===== src/rtl/pipe_ctrl.sv =====
`timescale 1ns/1ps
// -----------------------------------------------------------------------------
// pipe_ctrl
//
// Pipeline sequencer for the Core101 five-stage core. Drives the enable ("set")
// and synchronous-clear ("flush") controls of the IFU PC/IR registers and of
// the IF/ID, ID/IS and IS/EX pipeline registers. It sequences post-reset boot,
// BRU redirect flushes, multi-cycle LSU stalls (with a watchdog), load-use
// bubbles and instruction-memory wait states. In every target register a
// flush overrides a set.
//
// State register and counters are sequential; all control outputs are Mealy
// (combinational from the current state and the inputs).
//
// Optional feature macro: PIPE_CTRL_PERF_EN
//   defined   : saturating 16-bit stall-cycle and flush-event counters.
//   undefined : perf outputs are tied to zero and no counter flops exist.
//
// Parameters
//   BOOT_CYCLES  idle cycles after reset before fetch starts (1..255)
//   STALL_MAX    consecutive STALL cycles before the watchdog trips (1..255)
//
// Ports
//   clock_in              in   core clock
//   reset_in              in   synchronous, active-high reset
//   imem_ready_in         in   instruction memory data valid this cycle
//   bru_flush_in          in   BRU misprediction/redirect (from EX)
//   lsu_busy_in           in   LSU multi-cycle op occupying EX
//   is_load_in            in   instruction in IS is a load
//   is_rd_addr_in[4:0]    in   destination register of instruction in IS
//   id_rs1_addr_in[4:0]   in   source register 1 of instruction in ID
//   id_rs2_addr_in[4:0]   in   source register 2 of instruction in ID
//   ifu_pc_set_out        out  PC register enable
//   ifu_ir_set_out        out  IR register enable
//   if_id_set_out         out  IF/ID register enable
//   id_is_set_out         out  ID/IS register enable
//   is_ex_set_out         out  IS/EX register enable
//   if_id_flush_out       out  IF/ID synchronous clear (bubble insert)
//   id_is_flush_out       out  ID/IS synchronous clear
//   is_ex_flush_out       out  IS/EX synchronous clear
//   stall_timeout_out     out  sticky LSU stall watchdog flag
//   state_out[1:0]        out  BOOT=0, RUN=1, FLUSH=2, STALL=3
//   perf_stall_cycles_out out  saturating stall/bubble cycle count
//   perf_flush_count_out  out  saturating accepted-flush count
// -----------------------------------------------------------------------------
module pipe_ctrl #(
    parameter int unsigned BOOT_CYCLES = 4,
    parameter int unsigned STALL_MAX   = 15
) (
    input  logic        clock_in,
    input  logic        reset_in,
    input  logic        imem_ready_in,
    input  logic        bru_flush_in,
    input  logic        lsu_busy_in,
    input  logic        is_load_in,
    input  logic [4:0]  is_rd_addr_in,
    input  logic [4:0]  id_rs1_addr_in,
    input  logic [4:0]  id_rs2_addr_in,
    output logic        ifu_pc_set_out,
    output logic        ifu_ir_set_out,
    output logic        if_id_set_out,
    output logic        id_is_set_out,
    output logic        is_ex_set_out,
    output logic        if_id_flush_out,
    output logic        id_is_flush_out,
    output logic        is_ex_flush_out,
    output logic        stall_timeout_out,
    output logic [1:0]  state_out,
    output logic [15:0] perf_stall_cycles_out,
    output logic [15:0] perf_flush_count_out
);

    typedef enum logic [1:0] {
        ST_BOOT  = 2'd0,
        ST_RUN   = 2'd1,
        ST_FLUSH = 2'd2,
        ST_STALL = 2'd3
    } state_t;

    localparam logic [7:0] BOOT_LAST  = 8'(BOOT_CYCLES - 1);
    localparam logic [7:0] STALL_LAST = 8'(STALL_MAX);

    state_t     r_state;
    state_t     w_state_nxt;
    logic [7:0] r_boot_cnt;
    logic [7:0] w_boot_cnt_nxt;
    logic [7:0] r_stall_cnt;
    logic [7:0] w_stall_cnt_nxt;
    logic       r_timeout;
    logic       w_timeout_nxt;
    logic       w_hazard;

    // Load-use hazard: the load in IS writes a register that the instruction
    // in ID reads. x0 is never a real dependency.
    assign w_hazard = is_load_in
                      && (is_rd_addr_in != 5'd0)
                      && ((is_rd_addr_in == id_rs1_addr_in)
                          || (is_rd_addr_in == id_rs2_addr_in));

    // ---- state / counter register stage ----
    always_ff @(posedge clock_in) begin
        if (reset_in) begin
            r_state     <= ST_BOOT;
            r_boot_cnt  <= 8'd0;
            r_stall_cnt <= 8'd0;
            r_timeout   <= 1'b0;
        end else begin
            r_state     <= w_state_nxt;
            r_boot_cnt  <= w_boot_cnt_nxt;
            r_stall_cnt <= w_stall_cnt_nxt;
            r_timeout   <= w_timeout_nxt;
        end
    end

    // Next-state and counter update
    always_comb begin
        w_state_nxt     = r_state;
        w_boot_cnt_nxt  = r_boot_cnt;
        w_stall_cnt_nxt = r_stall_cnt;
        w_timeout_nxt   = r_timeout;
        unique case (r_state)
            ST_BOOT: begin
                if (r_boot_cnt >= BOOT_LAST) begin
                    w_state_nxt = ST_RUN;
                end else begin
                    w_boot_cnt_nxt = r_boot_cnt + 8'd1;
                end
            end
            ST_RUN: begin
                // A redirect beats an LSU op: the flush kills it in IS/EX.
                if (bru_flush_in) begin
                    w_state_nxt = ST_FLUSH;
                end else if (lsu_busy_in) begin
                    w_state_nxt     = ST_STALL;
                    w_stall_cnt_nxt = 8'd1;
                end
            end
            ST_FLUSH: begin
                if (imem_ready_in) begin
                    w_state_nxt = ST_RUN;
                end
            end
            ST_STALL: begin
                if (!lsu_busy_in) begin
                    w_state_nxt = ST_RUN;
                end else if (r_stall_cnt >= STALL_LAST) begin
                    // Watchdog: give up on the LSU, remember it happened.
                    w_timeout_nxt = 1'b1;
                    w_state_nxt   = ST_RUN;
                end else begin
                    w_stall_cnt_nxt = r_stall_cnt + 8'd1;
                end
            end
            default: begin
                w_state_nxt = ST_BOOT;
            end
        endcase
    end

    // Mealy control outputs
    always_comb begin
        ifu_pc_set_out  = 1'b0;
        ifu_ir_set_out  = 1'b0;
        if_id_set_out   = 1'b0;
        id_is_set_out   = 1'b0;
        is_ex_set_out   = 1'b0;
        if_id_flush_out = 1'b0;
        id_is_flush_out = 1'b0;
        is_ex_flush_out = 1'b0;
        unique case (r_state)
            ST_BOOT: begin
                if_id_flush_out = 1'b1;
                id_is_flush_out = 1'b1;
                is_ex_flush_out = 1'b1;
            end
            ST_RUN: begin
                if (bru_flush_in) begin
                    // PC takes the redirect target; everything younger dies.
                    ifu_pc_set_out  = 1'b1;
                    if_id_flush_out = 1'b1;
                    id_is_flush_out = 1'b1;
                    is_ex_flush_out = 1'b1;
                end else if (lsu_busy_in) begin
                    // Freeze everything while the LSU owns EX.
                end else if (w_hazard) begin
                    // Hold the front end; the load advances and a bubble
                    // enters EX, so this lasts one cycle.
                    is_ex_flush_out = 1'b1;
                end else if (!imem_ready_in) begin
                    // Fetch waits; a bubble enters ID while downstream drains.
                    if_id_flush_out = 1'b1;
                    id_is_set_out   = 1'b1;
                    is_ex_set_out   = 1'b1;
                end else begin
                    ifu_pc_set_out = 1'b1;
                    ifu_ir_set_out = 1'b1;
                    if_id_set_out  = 1'b1;
                    id_is_set_out  = 1'b1;
                    is_ex_set_out  = 1'b1;
                end
            end
            ST_FLUSH: begin
                // Downstream already holds bubbles and may advance freely.
                // IF/ID keeps inserting bubbles until the redirected
                // instruction has been captured in IR.
                if_id_flush_out = 1'b1;
                id_is_set_out   = 1'b1;
                is_ex_set_out   = 1'b1;
                if (imem_ready_in) begin
                    ifu_pc_set_out = 1'b1;
                    ifu_ir_set_out = 1'b1;
                end
            end
            ST_STALL: begin
                // All enables low, no flushes.
            end
            default: begin
                if_id_flush_out = 1'b1;
                id_is_flush_out = 1'b1;
                is_ex_flush_out = 1'b1;
            end
        endcase
    end

    assign state_out         = r_state;
    assign stall_timeout_out = r_timeout;

`ifdef PIPE_CTRL_PERF_EN
    logic [15:0] r_perf_stall;
    logic [15:0] r_perf_flush;
    logic        w_bubble;
    logic        w_flush_take;

    function automatic logic [15:0] sat_inc16(input logic [15:0] v);
        return (v == 16'hFFFF) ? v : v + 16'd1;
    endfunction

    // Only count events that actually won the RUN priority chain.
    assign w_bubble     = (r_state == ST_RUN) && !bru_flush_in
                          && !lsu_busy_in && w_hazard;
    assign w_flush_take = (r_state == ST_RUN) && bru_flush_in;

    // ---- performance counter stage ----
    always_ff @(posedge clock_in) begin
        if (reset_in) begin
            r_perf_stall <= 16'd0;
            r_perf_flush <= 16'd0;
        end else begin
            if ((r_state == ST_STALL) || w_bubble) begin
                r_perf_stall <= sat_inc16(r_perf_stall);
            end
            if (w_flush_take) begin
                r_perf_flush <= sat_inc16(r_perf_flush);
            end
        end
    end

    assign perf_stall_cycles_out = r_perf_stall;
    assign perf_flush_count_out  = r_perf_flush;
`else
    assign perf_stall_cycles_out = 16'd0;
    assign perf_flush_count_out  = 16'd0;
`endif

endmodule


===== config.mk =====
export PLATFORM = sky130hd
export DESIGN_NAME = pipe_ctrl
export DESIGN_NICKNAME = d
export VERILOG_FILES = /design/src/rtl/pipe_ctrl.sv
export SDC_FILE = /design/constraint.sdc
export NUM_CORES = 1
export LEC_CHECK = 0
export ABC_AREA = 1
export BUFFER_PORTS_ARGS = -buffer_cell sky130_fd_sc_hd__buf_2
export CAP_MARGIN = 20
export CORE_MARGIN = 2
export CORE_UTILIZATION = 43
export CTS_BUF_LIST = sky130_fd_sc_hd__clkbuf_2 sky130_fd_sc_hd__clkbuf_4 sky130_fd_sc_hd__clkbuf_8
export DETAILED_ROUTE_END_ITERATION = 8
export PLACE_DENSITY = 0.79
export SLEW_MARGIN = 20
export SYNTH_ARGS = -nofsm -noshare
export SYNTH_HDL_FRONTEND = slang
export SYNTH_SLANG_ARGS = --single-unit

===== constraint.sdc =====
create_clock -name clock_in -period 1.4 [get_ports clock_in]
set_input_delay 0.28 -clock clock_in [delete_from_list [all_inputs] [get_ports clock_in]]
set_output_delay 0.28 -clock clock_in [all_outputs]
set_load 0.01 [all_outputs]

==> metrics <==
Post-synth EDFFs=0; antenna violations before repair=0; TNS Setup=-3.475 ns; crit path launch type=flop; total CTS buffers=3; r2r setup slk=-0.21 ns; clk_lat worst skew=0.30 ns; vias=1,256; Critical Path RT=1.12 ns; CP max FO=4; fraction of registers with async set/reset=0%; r2r startpoint=state_out[1]; drt wl/cell=8.866 um; GRT overflow=0; share of cells above drive strength 1=34.87%; synthesized area=1359 um^2; Synth area leaders=dfxtp_1 (28%), buf_4 (18%), inv_1 (11%), nand2_1 (9.9%), nor2_1 (8.3%); FILL cells=294; RSZ-0062 raised after global routing=true; chip width=60.22 um; flops & latches, synth=19; fin area=1772 um^2; dpl cell area=1599 um^2; Clock Pin Slew Worst Setup and Hold Paths=0.09 ns; clk buf depth=2; antenna cell count=0; most common cell in the netlist=inv_1; library cells used by synthesis=23; routability-driven placement congestion ratio=0.8183; maxcap violations=0; total iterations of the first detailed-routing run=4; Mapped Avg Cell Area=6.564 um^2; Worst Reg-to-Reg Cells=11; Hold Path Class=input pin to flop; outcome=complete, but fails checks; crit path DAT=1.45 ns; vias per cell=4.118; CP startpoint=state_out[1]; failing checks=negative setup slack; DRT Wirelength=2704 um; DRC violations left=0; Root Buffer=clkbuf_4; Final #Nets=289; Site Rows=20; CTS tree=done; final setup margin=-0.3314 ns; Max Clock Skew=0.008763 ns; core area=3028 um^2; crit path to=ifu_ir_set_out; Power Density=1339 nW/um^2; Post-DP HPWL=2070 um; worst hold slack=0.2750 ns; area leader, netlist=dfxtp_1; initial DRC count=45; Area Growth Syn to Fin=30.39%; Clock Sinks=19; worst setup path class=flop to primary output; first-pass GRT wire length=4326 um; Seq/Total Area, Yosys=27.99%; Gate Count Post-Synth=207; sequential cell area=387.9 um^2; chip height=60.22 um; Top-Level Pins=64; Worst IR Drop VDD=0.0004810 V; Starting Density=44.88%; max frequency=577.6 MHz; dpl ws=-0.2061 ns; Final min period=1.731 ns; area occupied by multi-input gates=815.8 um^2; remaining antenna violation count=0; Post-synth top cells=inv_1 (39), nand2_1 (36), buf_4 (33); period utilization=123.7%; fin. max-slew vios=0; cts hold-fix bufs=0; port bufs=31; vias in the first global route=1,130; GRT Total Usage=15.52%; Synth top area share=27.99%; final hold vios=0; Ys Warns=0; setup violators final=19; H-tree depth=1; Top FF cell, synth=dfxtp_1; CP Capture Type=primary output; die area=3626 um^2; Leak Pwr=0.0009654 uW; R2R Path End=r_stall_cnt[2]; largest net degree at the start of global routing=15
[state kept, by name, summed over array words and instances (netlist names)]
signal             flops
stall_timeout_out      1
state_out              2
r_stall_cnt            8
r_boot_cnt             8
[cells by family (layout without fill, tap and decap cells)]
logic type | count (synthesis) | count (layout) | share of synthesized area, %
AO/OA/AOI/OAI | 18 | 18 | 7.183
flip-flops | 19 | 19 | 27.99
other | 1 | 32 | 0.2760
buffers and inverters | 74 | 97 | 29.56
adder cells (fa/ha/maj) | 6 | 6 | 5.525
XOR/XNOR | 4 | 4 | 2.579
AND/OR/NAND/NOR | 85 | 85 | 26.89
[critical path, stage by stage (launching register included)]
cell     delay, ns
dfxtp_4       0.37
inv_4         0.06
ha_4          0.16
nand2_4       0.07
nor2_4        0.15
nand3_2       0.11
a21oi_2       0.12
buf_2         0.13
[cell type report]
type | instances | share of cell area, %
clock buffers | 4 | 1.695
well taps | 44 | 3.107
multi-input cells | 145 | 46.05
inverters | 40 | 8.616
flip-flops and latches | 19 | 21.89
repair buffers | 53 | 18.64
[per-layer routing]
metal | vias up | GRT usage, % | part of all wire [%]
met2 | 35 | 29.66 | 53
li1 | 668 | - | -
met5 | - | 0 | 0
met3 | 2 | 3.896 | 4.2
met1 | 551 | 17.12 | 42
met4 | 0 | 2.857 | 0.15
[report_power, final]
group	switching [uW]	internal (uW)	leakage (uW)
clock network	162	130	0.0000184
logic	741	671	0.000792
registers	52.9	614	0.000155
[how the worst min path moves through the flow]
stage / endpoint / slack, ns / depth (start not counted) / start
detailed placement: r_boot_cnt[7] / 0.41 / 2 / r_boot_cnt[7]
finish: stall_timeout_out / 0.28 / 3 / lsu_busy_in
global route: stall_timeout_out / 0.26 / 3 / lsu_busy_in
global placement: r_boot_cnt[4] / 0.41 / 2 / r_boot_cnt[4]
floorplan: r_stall_cnt[4] / 0.36 / 1 / reset_in
CTS: stall_timeout_out / 0.27 / 3 / lsu_busy_in
[cell usage in the layout, fill, tap and decap left out, types with 4 or more instances in the layout]
cell       n
nor2_4     4
nand2_2    5
nand2_1   31
buf_2     30
conb_1    32
nor2_1    25
inv_1     36
a21oi_2    4
buf_4     21
a21oi_1    4
nand3_1    7
clkbuf_4   4
dfxtp_1   17
[through the flow]
| step | util (%) | power, uW | std cells |
|---|---|---|---|
| 5_1_grt | 58.51 | 2553 | 305 |
| 2_1_floorplan | - | 1423 | 238 |
| 3_3_place_gp | 52.81 | 1775 | 294 |
| 3_5_place_dp | 52.81 | 1795 | 294 |
| 6_report | 58.51 | 2372 | 305 |
| 4_1_cts | 56.78 | 2261 | 304 |
[timing repair]
item	CTS	global route
setup buffers	6	1
resized for setup	13	14
pin swaps	7	5
gates cloned	0	0
setup endpoints to repair	12	21
Power figures use the tool's default switching activity.
